File: config.mk
export PLATFORM = sky130hd
export DESIGN_NAME = wb_writer
export DESIGN_NICKNAME = d
export VERILOG_FILES = /design/src/rtl/wb_writer.sv
export SDC_FILE = /design/constraint.sdc
export NUM_CORES = 1
export LEC_CHECK = 0
export CORE_MARGIN = 2
export CORE_UTILIZATION = 44
export CTS_BUF_LIST = sky130_fd_sc_hd__clkbuf_4 sky130_fd_sc_hd__clkbuf_8 sky130_fd_sc_hd__clkbuf_16
export DETAILED_ROUTE_END_ITERATION = 7
export PLACE_DENSITY = 0.88
export SLEW_MARGIN = 20
export SYNTH_ARGS = -nofsm -noshare
export SYNTH_HDL_FRONTEND = slang
export SYNTH_SLANG_ARGS = --single-unit
File: constraint.sdc
create_clock -name clk -period 5.1 [get_ports clk]
set_clock_uncertainty 0.05 [all_clocks]
set_input_delay 0.51 -clock clk [delete_from_list [all_inputs] [get_ports clk]]
set_output_delay 0.51 -clock clk [all_outputs]
set_load 0.02 [all_outputs]
File: src/rtl/wb_writer.sv
// Write-back writer: muxes retiring results into a 2-entry queue and drains it into the register bank.
// Optional macro WB_FWD_EN adds combinational forwarding lookups into the queued writes.
module wb_writer #(
  parameter int DATA_W   = 32,
  parameter int ADDR_W   = 5,
  parameter int LINK_REG = 31
) (
  input  logic              clk,
  input  logic              rst,
  input  logic              in_valid,
  output logic              in_ready,
  input  logic              in_reg_write,
  input  logic [1:0]        in_reg_dst,
  input  logic [1:0]        in_mem_to_reg,
  input  logic [ADDR_W-1:0] in_rt,
  input  logic [ADDR_W-1:0] in_rd,
  input  logic [DATA_W-1:0] in_alu_res,
  input  logic [DATA_W-1:0] in_mem_data,
  input  logic [DATA_W-1:0] in_pc4,
  input  logic              flush,
  input  logic              wr_grant,
  output logic              RegWrite,
  output logic [ADDR_W-1:0] WriteRegister,
  output logic [DATA_W-1:0] WriteData,
`ifdef WB_FWD_EN
  input  logic [ADDR_W-1:0] fwd_ar1,
  input  logic [ADDR_W-1:0] fwd_ar2,
  output logic              fwd_hit1,
  output logic              fwd_hit2,
  output logic [DATA_W-1:0] fwd_data1,
  output logic [DATA_W-1:0] fwd_data2,
`endif
  output logic [15:0]       wb_count
);

  function automatic logic [15:0] sat_inc16(input logic [15:0] v);
    return (v == 16'hFFFF) ? v : v + 16'd1;
  endfunction

  logic [ADDR_W-1:0] q_dest_p1 [2];
  logic [DATA_W-1:0] q_data_p1 [2];
  logic              rd_ptr_p1, wr_ptr_p1;
  logic [1:0]        occ_p1;
  logic [15:0]       cnt_p1;

  logic [ADDR_W-1:0] sel_dest_p0;
  logic [DATA_W-1:0] sel_data_p0;
  logic              push_p0, pop_p0;

  // Stage p0: select destination and data of the offered instruction
  always_comb begin
    sel_dest_p0 = in_rt;
    sel_data_p0 = in_alu_res;
    case (in_reg_dst)
      2'b01:   sel_dest_p0 = in_rd;
      2'b10:   sel_dest_p0 = ADDR_W'(LINK_REG);
      default: sel_dest_p0 = in_rt;
    endcase
    case (in_mem_to_reg)
      2'b01:   sel_data_p0 = in_mem_data;
      2'b10:   sel_data_p0 = in_pc4;
      default: sel_data_p0 = in_alu_res;
    endcase
  end

  // Writes to r0 or with reg_write=0 are consumed without occupying a slot.
  assign in_ready = (occ_p1 != 2'd2);
  assign push_p0  = in_valid & in_ready & in_reg_write & (sel_dest_p0 != '0) & ~flush;
  assign pop_p0   = RegWrite & wr_grant & ~flush;

  // Stage p1: queue control state
  always_ff @(posedge clk or posedge rst) begin
    if (rst) begin
      rd_ptr_p1 <= 1'b0;
      wr_ptr_p1 <= 1'b0;
      occ_p1    <= 2'd0;
      cnt_p1    <= 16'd0;
    end else if (flush) begin
      rd_ptr_p1 <= 1'b0;
      wr_ptr_p1 <= 1'b0;
      occ_p1    <= 2'd0;
    end else begin
      if (push_p0) wr_ptr_p1 <= ~wr_ptr_p1;
      if (pop_p0) begin
        rd_ptr_p1 <= ~rd_ptr_p1;
        cnt_p1    <= sat_inc16(cnt_p1);
      end
      case ({push_p0, pop_p0})
        2'b10:   occ_p1 <= occ_p1 + 2'd1;
        2'b01:   occ_p1 <= occ_p1 - 2'd1;
        default: occ_p1 <= occ_p1;
      endcase
    end
  end

  always_ff @(posedge clk) begin
    if (push_p0) begin
      q_dest_p1[wr_ptr_p1] <= sel_dest_p0;
      q_data_p1[wr_ptr_p1] <= sel_data_p0;
    end
  end

  assign RegWrite      = (occ_p1 != 2'd0);
  assign WriteRegister = RegWrite ? q_dest_p1[rd_ptr_p1] : '0;
  assign WriteData     = RegWrite ? q_data_p1[rd_ptr_p1] : '0;
  assign wb_count      = cnt_p1;

`ifdef WB_FWD_EN
  // Returns {hit, data}; the younger slot is only live when two entries are queued.
  function automatic logic [DATA_W:0] fwd_lookup(
    input logic [ADDR_W-1:0] ar,
    input logic [1:0]        occ,
    input logic [ADDR_W-1:0] d_old,
    input logic [DATA_W-1:0] v_old,
    input logic [ADDR_W-1:0] d_young,
    input logic [DATA_W-1:0] v_young
  );
    logic [DATA_W:0] r;
    r = '0;
    if (ar != '0) begin
      if (occ != 2'd0 && d_old == ar)   r = {1'b1, v_old};
      if (occ == 2'd2 && d_young == ar) r = {1'b1, v_young};
    end
    return r;
  endfunction

  always_comb begin
    {fwd_hit1, fwd_data1} = fwd_lookup(fwd_ar1, occ_p1,
      q_dest_p1[rd_ptr_p1], q_data_p1[rd_ptr_p1],
      q_dest_p1[rd_ptr_p1 ^ 1'b1], q_data_p1[rd_ptr_p1 ^ 1'b1]);
    {fwd_hit2, fwd_data2} = fwd_lookup(fwd_ar2, occ_p1,
      q_dest_p1[rd_ptr_p1], q_data_p1[rd_ptr_p1],
      q_dest_p1[rd_ptr_p1 ^ 1'b1], q_data_p1[rd_ptr_p1 ^ 1'b1]);
  end
`endif

endmodule
==> results.json <==
{
  "max_slew_margin_pct": 34.1,
  "synthesis.nets": 508,
  "reg2reg_depth": 3,
  "synth_top_area_share_pct": 49.4,
  "remaining_drc_errors": 0,
  "final_common_cell": "clkdlybuf4s50_1",
  "cts_root_buf": "clkbuf_8",
  "drive_above_1_share_pct": 4.54,
  "tns_ns": 0,
  "die_w_um": 105,
  "num_rows": 36,
  "drt_iter0_markers": 183,
  "crit_slowest_cell": "and4b_2",
  "cp.required_ns": 5.03,
  "clock_path_buffers": 2,
  "final_cell_mix": "170 x clkdlybuf4s50_1, 74 x edfxtp_1, 46 x nor2_1",
  "n_fill_cell": 753,
  "hold_slack_ns": 0.449,
  "drt-total-wl_um": 11200,
  "vias_per_cell": 5.23,
  "maxSlewViolCount": 0,
  "vias": 3575,
  "status": "completed",
  "regArea_mm2": 0.00273,
  "grt_max_degree": 65,
  "p_leak_nw": 2.31,
  "clock_sinks": 94,
  "die_area_mm2": 0.0110,
  "final_cells": 684,
  "firstDrtPassIters": 4,
  "n_antenna_cell": 0,
  "synth_top_area_cell": "edfxtp_1",
  "min_period_ns": 3.23,
  "grt.total_usage_pct": 20.0,
  "synth.avg_cell_area_um2": 11.6,
  "dp_cells": 668,
  "setup_viol": 0,
  "grt_pass1_vias": 3570,
  "multi_input_area_mm2": 0.00167,
  "path_delay_family": "simple AND/OR/NAND/NOR gates",
  "initial_utilization_pct": 45.6,
  "critPathMaxStageDelay_ns": 0.92,
  "cp_max_fo": 37,
  "area_delta_synth_final_pct": 45.6,
  "overflow": 0,
  "core_mm2": 0.00986,
  "min-delay-path-class": "flip-flop to flip-flop",
  "ant_nets": 0,
  "setup_slack_ns": 1.87,
  "ctsHtreeMaxLevel": 3,
  "io_buffers": 170,
  "maxCapViolCount": 0,
  "holdBufCountCts": 0,
  "cts_made_buffers": 9,
  "crit_cells": 7,
  "crit_type": "input port to flip-flop",
  "yosys_warnings": 0,
  "ir_drop_v": 0.000132,
  "fmax_ghz": 0.310,
  "power_density_mw_per_mm2": 288,
  "netlist_area_mm2": 0.00450,
  "die_h_um": 105,
  "io_pins": 171,
  "cts_setup_buffers": 0,
  "hold_violations": 0,
  "syn_inst": 387,
  "period_share_pct": 63.3,
  "hold_depth": 1,
  "startpoint_type": "input port",
  "pre_cts_slack_ns": 1.51,
  "worstSetupEndpointType": "flip-flop",
  "wl_per_cell_um": 16.3,
  "yosysSeqAreaShare_pct": 60.5,
  "clkLatencyLatePin_ns": 0.36,
  "tightest_slew_ns": 0.988,
  "place_hpwl_um": 7940,
  "clkSlewWorstSetupHoldPaths_ns": 0.09,
  "crit_chain": "clkdlybuf4s50_1 -> inv_1 -> ha_1 -> nor2b_1 -> a21oi_1 -> o41a_1 -> and4b_2",
  "cp.arrival_ns": 3.16,
  "cts-resized-gates": 0,
  "ys_types": 38,
  "ys_top_cells_by_area": "edfxtp_1 49%, dfrtp_1 11%, mux2i_1 8.2%, a22oi_1 5.5%, nor2_1 3.9%",
  "grt_pass1_wl_um": 17100,
  "cts_tree": "yes",
  "ys_seq_elements": 94,
  "grt_setup_unrepaired": "false",
  "antenna_found_initial": 0,
  "cp.buffers_inverters": 2,
  "gp_congestion": 0.875,
  "final_nets": 667
}
[flip-flops by register name, indices dropped and copies added (netlist names)]
signal,flops
q_data_p1,64
wb_count,16
q_dest_p1,10
occ_p1,2
rd_ptr_p1,1
wr_ptr_p1,1
[synthesized netlist by cell type]
master     number
nor3b_1         1
xor2_1          6
a21oi_1         4
o22ai_1         1
mux2i_1        37
nor2_1         47
nor3_1          3
o41a_1          1
or3b_1          1
mux2_2          1
nand4bb_1       1
ha_1            5
a31oi_1         1
o21ai_0        34
xnor2_1        10
and2_1          1
and2_0          1
a2111oi_0       1
nor2b_1         6
clkbuf_1       20
inv_1           7
edfxtp_1       74
dfrtp_1        20
buf_6           1
nand3b_1        1
a21boi_0        1
nand3_1         6
a21bo_2         1
buf_1           2
and4_1          3
o31a_1          1
a22oi_1        33
and4b_1         1
nand4_1         6
buf_2           1
and3_1          2
a211oi_1        2
nand2_1        43
[stage by stage]
| step | power [mW] | instance area [um2] | utilization (%) |
|---|---|---|---|
| floorplan | 1.11 | 4500 | - |
| finish | 1.89 | 6550 | 66.4 |
| detailed placement | 1.32 | 6300 | 63.9 |
| CTS | 1.90 | 6550 | 66.3 |
| global placement | 1.30 | 6300 | 63.9 |
| global route | 1.96 | 6550 | 66.4 |
[per-layer routing]
metal / track usage [%] / wire length (um) / up-vias
met3: 6.61 / 736 / 18
met1: 22.0 / 4420 / 1684
met2: 36.0 / 5810 / 144
met4: 6.76 / 203 / 0
li1: - / - / 1729
met5: 0 / 0 / -
[cell families after synthesis]
logic type	synth area share, %
and+or+nand+nor	12.3
DFF	60.5
AOI/OAI and AO/OA	11.4
muxes	8.48
buffers and inverters	2.78
xor gates and xnor gates	3.12
adders and majority gates	1.39
[layout make-up]
class | count | area share (%)
sequential | 94 | 41.6
timing repair buffer | 172 | 26.2
multi-input combinational | 262 | 25.5
tap | 133 | 2.54
clock buffer | 9 | 1.89
clock inverter | 7 | 1.85
inverter | 7 | 0.401
[final timing paths]
path                                         start                         end  slack (ns)
max                                  in_reg_dst[0]  q_data_p1[1][12]$_DFFE_PP_        1.87
min                        wb_count[5]$_DFFE_PP0P_     wb_count[5]$_DFFE_PP0P_        0.45
max reg2reg                  occ_p1[1]$_DFFE_PP0P_  q_data_p1[1][12]$_DFFE_PP_        2.99
min reg2reg                wb_count[5]$_DFFE_PP0P_     wb_count[5]$_DFFE_PP0P_        0.45
max in group asynchronous                      rst       rd_ptr_p1$_DFFE_PP0P_        3.93
min in group asynchronous                      rst    wb_count[12]$_DFFE_PP0P_        0.52
[where the power goes]
part           switching (mW)  internal (mW)  total [mW]
Clock                   0.259          0.328       0.587
Sequential             0.0384          0.872       0.910
Combinational           0.186          0.202       0.388
Total                   0.484           1.40        1.89
No activity file was read; power rests on OpenSTA's default activity.
==> patch (same settings) <==
Register the output `wb_count` once more, without a reset; this adds one clock of latency there. The other outputs are not delayed to match.
--- a/src/rtl/wb_writer.sv
+++ b/src/rtl/wb_writer.sv
@@ -103,7 +103,9 @@
   assign RegWrite      = (occ_p1 != 2'd0);
   assign WriteRegister = RegWrite ? q_dest_p1[rd_ptr_p1] : '0;
   assign WriteData     = RegWrite ? q_data_p1[rd_ptr_p1] : '0;
-  assign wb_count      = cnt_p1;
+  always_ff @(posedge clk) begin
+    wb_count <= cnt_p1;
+  end
 
 `ifdef WB_FWD_EN
   // Returns {hit, data}; the younger slot is only live when two entries are queued.
Function: changed (a bounded check fails within 4 cycles, from zero or initial values and one cycle with rst high).
==> patch against the unedited design <==
  * Design area up 6.8%
  * Worst setup slack better by 220 ps
  * Sequential power increased by 18%
  * Synthesized area increased by 9.7%
  * Sequential cell count grew 16
  * Wire length is 1.7% higher
  * Power grew 13%
  * Critical path type is now flop to primary output
  * Largest cell class unchanged
==> patch: results (changes against the unedited design) <==
{| class="wikitable"
! Metric !! Value
|-
| Outcome || finished clean
|-
| Ys async rst share || 18.2% (-3.1 points)
|-
| Placed instance area || 6770 um2 (+7.4%)
|-
| VDD IR-drop max || 171 uV (+30%)
|-
| Worst R2R Start || occ_p1[0]
|-
| Start point of the worst hold path || cnt_p1[15]
|-
| Multiplexer share of the synthesized area || 8.16% (-0.32 points)
|-
| Slack of the worst reg-to-reg path || 3120 ps (+130 ps)
|-
| Synth Net Count || 525 (+3.3%)
|-
| Hold Path End || wb_count[15]
|-
| TritonRoute pass-1 iters || 5 (+1)
|-
| Fraction of synthesized cell area in xor and xnor cells || 2.84% (-0.28 points)
|-
| Net count reported at finish || 687 (+3.0%)
|-
| Number of global-route vias before repair || 3784 (+6.0%)
|-
| Reg clk slew, reported paths || 120 ps (+30 ps)
|-
| Leakage power of the design || 2.45 nW (+6.3%)
|-
| Wire length of the first global-routing pass || 17700 um (+3.6%)
|-
| Reg2reg end || q_data_p1[1][15]
|-
| Number of fill cells in the layout || 851 (+13%)
|-
| Non-filler instance count after layout || 711 (+3.9%)
|-
| Worst-case reg-to-reg path depth || 5 (+2)
|-
| Met2 track demand over resource || 34.9% (-1.1 points)
|-
| Overall global routing resource usage || 19.0% (-1.0 points)
|-
| Maximum fanout along the worst path || 38 (+2.7%)
|-
| Detailed Place HPWL || 8550 um (+7.6%)
|-
| Worst Path Arrival || 2440 ps (-720 ps)
|-
| Post-synthesis cell count || 404 (+4.4%)
|-
| Post-synth top cells || sky130_fd_sc_hd__edfxtp_1 (74), sky130_fd_sc_hd__nor2_1 (47), sky130_fd_sc_hd__mux2i_1 (38)
|-
| Worst hold path cell count || 0 (-1)
|-
| Routed metal-1 wirelength || 4380 um (-0.88%)
|-
| # placed instances || 695 (+4.0%)
|-
| Tightest slew margin relative to the limit || 39.7% (+5.5 points)
|-
| M3 GR Usage || 3.97% (-2.6 points)
|-
| Fraction of final layout cells with drive strength greater than 1 || 7.53% (+3.0 points)
|-
| Met3 wire length || 607 um (-18%)
|-
| Drt initial violations || 215 (+17%)
|-
| Psw || 0.639 mW (+32%)
|}
[patch: through the flow]
stage	worst slack [ps]	power, mW
final	2100	2.13
after global routing	1920	2.23
after CTS	1950	2.14
after detailed placement	1980	1.62
after global placement	2070	1.60
after floorplan	225	1.35
[patch: power by group through the flow]
stage / sequential [mW] / combinational [mW] / clock (mW)
floorplan: 1.08 / 0.271 / 0
global placement: 1.08 / 0.517 / 0
detailed placement: 1.09 / 0.529 / 0
CTS: 1.07 / 0.531 / 0.544
global route: 1.08 / 0.571 / 0.581
finish: 1.07 / 0.525 / 0.535
[patch: cells by family after synthesis]
| kind of cell | count (synthesis) |
|---|---|
| AND/OR/NAND/NOR | 112 |
| AO/OA/AOI/OAI | 88 |
| flip-flops | 110 |
| adder cells (fa/ha/maj) | 5 |
| XOR/XNOR | 16 |
| buffers and inverters | 33 |
| multiplexers | 40 |
[patch: how the worst max path moves through the flow]
stage,startpoint,to,slack (ps),depth (start not counted)
after floorplan,in_reg_dst[0],q_data_p1[1][0],220,6
after global placement,in_reg_dst[0],q_data_p1[1][6],2070,7
after detailed placement,in_reg_dst[0],q_data_p1[1][22],1980,7
after CTS,rd_ptr_p1,WriteData[16],1950,3
after global routing,occ_p1[0],WriteData[16],1920,3
final,occ_p1[0],WriteData[16],2100,3
[patch: final cells by class]
type	instances	area, um2	share of cell area [%]
Sequential cell	110	3050	43.6
Clock buffer	9	124	1.77
Multi-Input combinational cell	261	1780	25.4
Clock inverter	7	93.8	1.34
Tap cell	140	175	2.51
Inverter	9	33.8	0.483
Timing Repair Buffer	175	1740	24.9
[patch: worst max-delay path: stages, from the launching register on]
cell and delay (ps):
sky130_fd_sc_hd__dfrtp_1 500, sky130_fd_sc_hd__nor2_4 740, sky130_fd_sc_hd__nor2_1 200, sky130_fd_sc_hd__clkdlybuf4s50_1 600
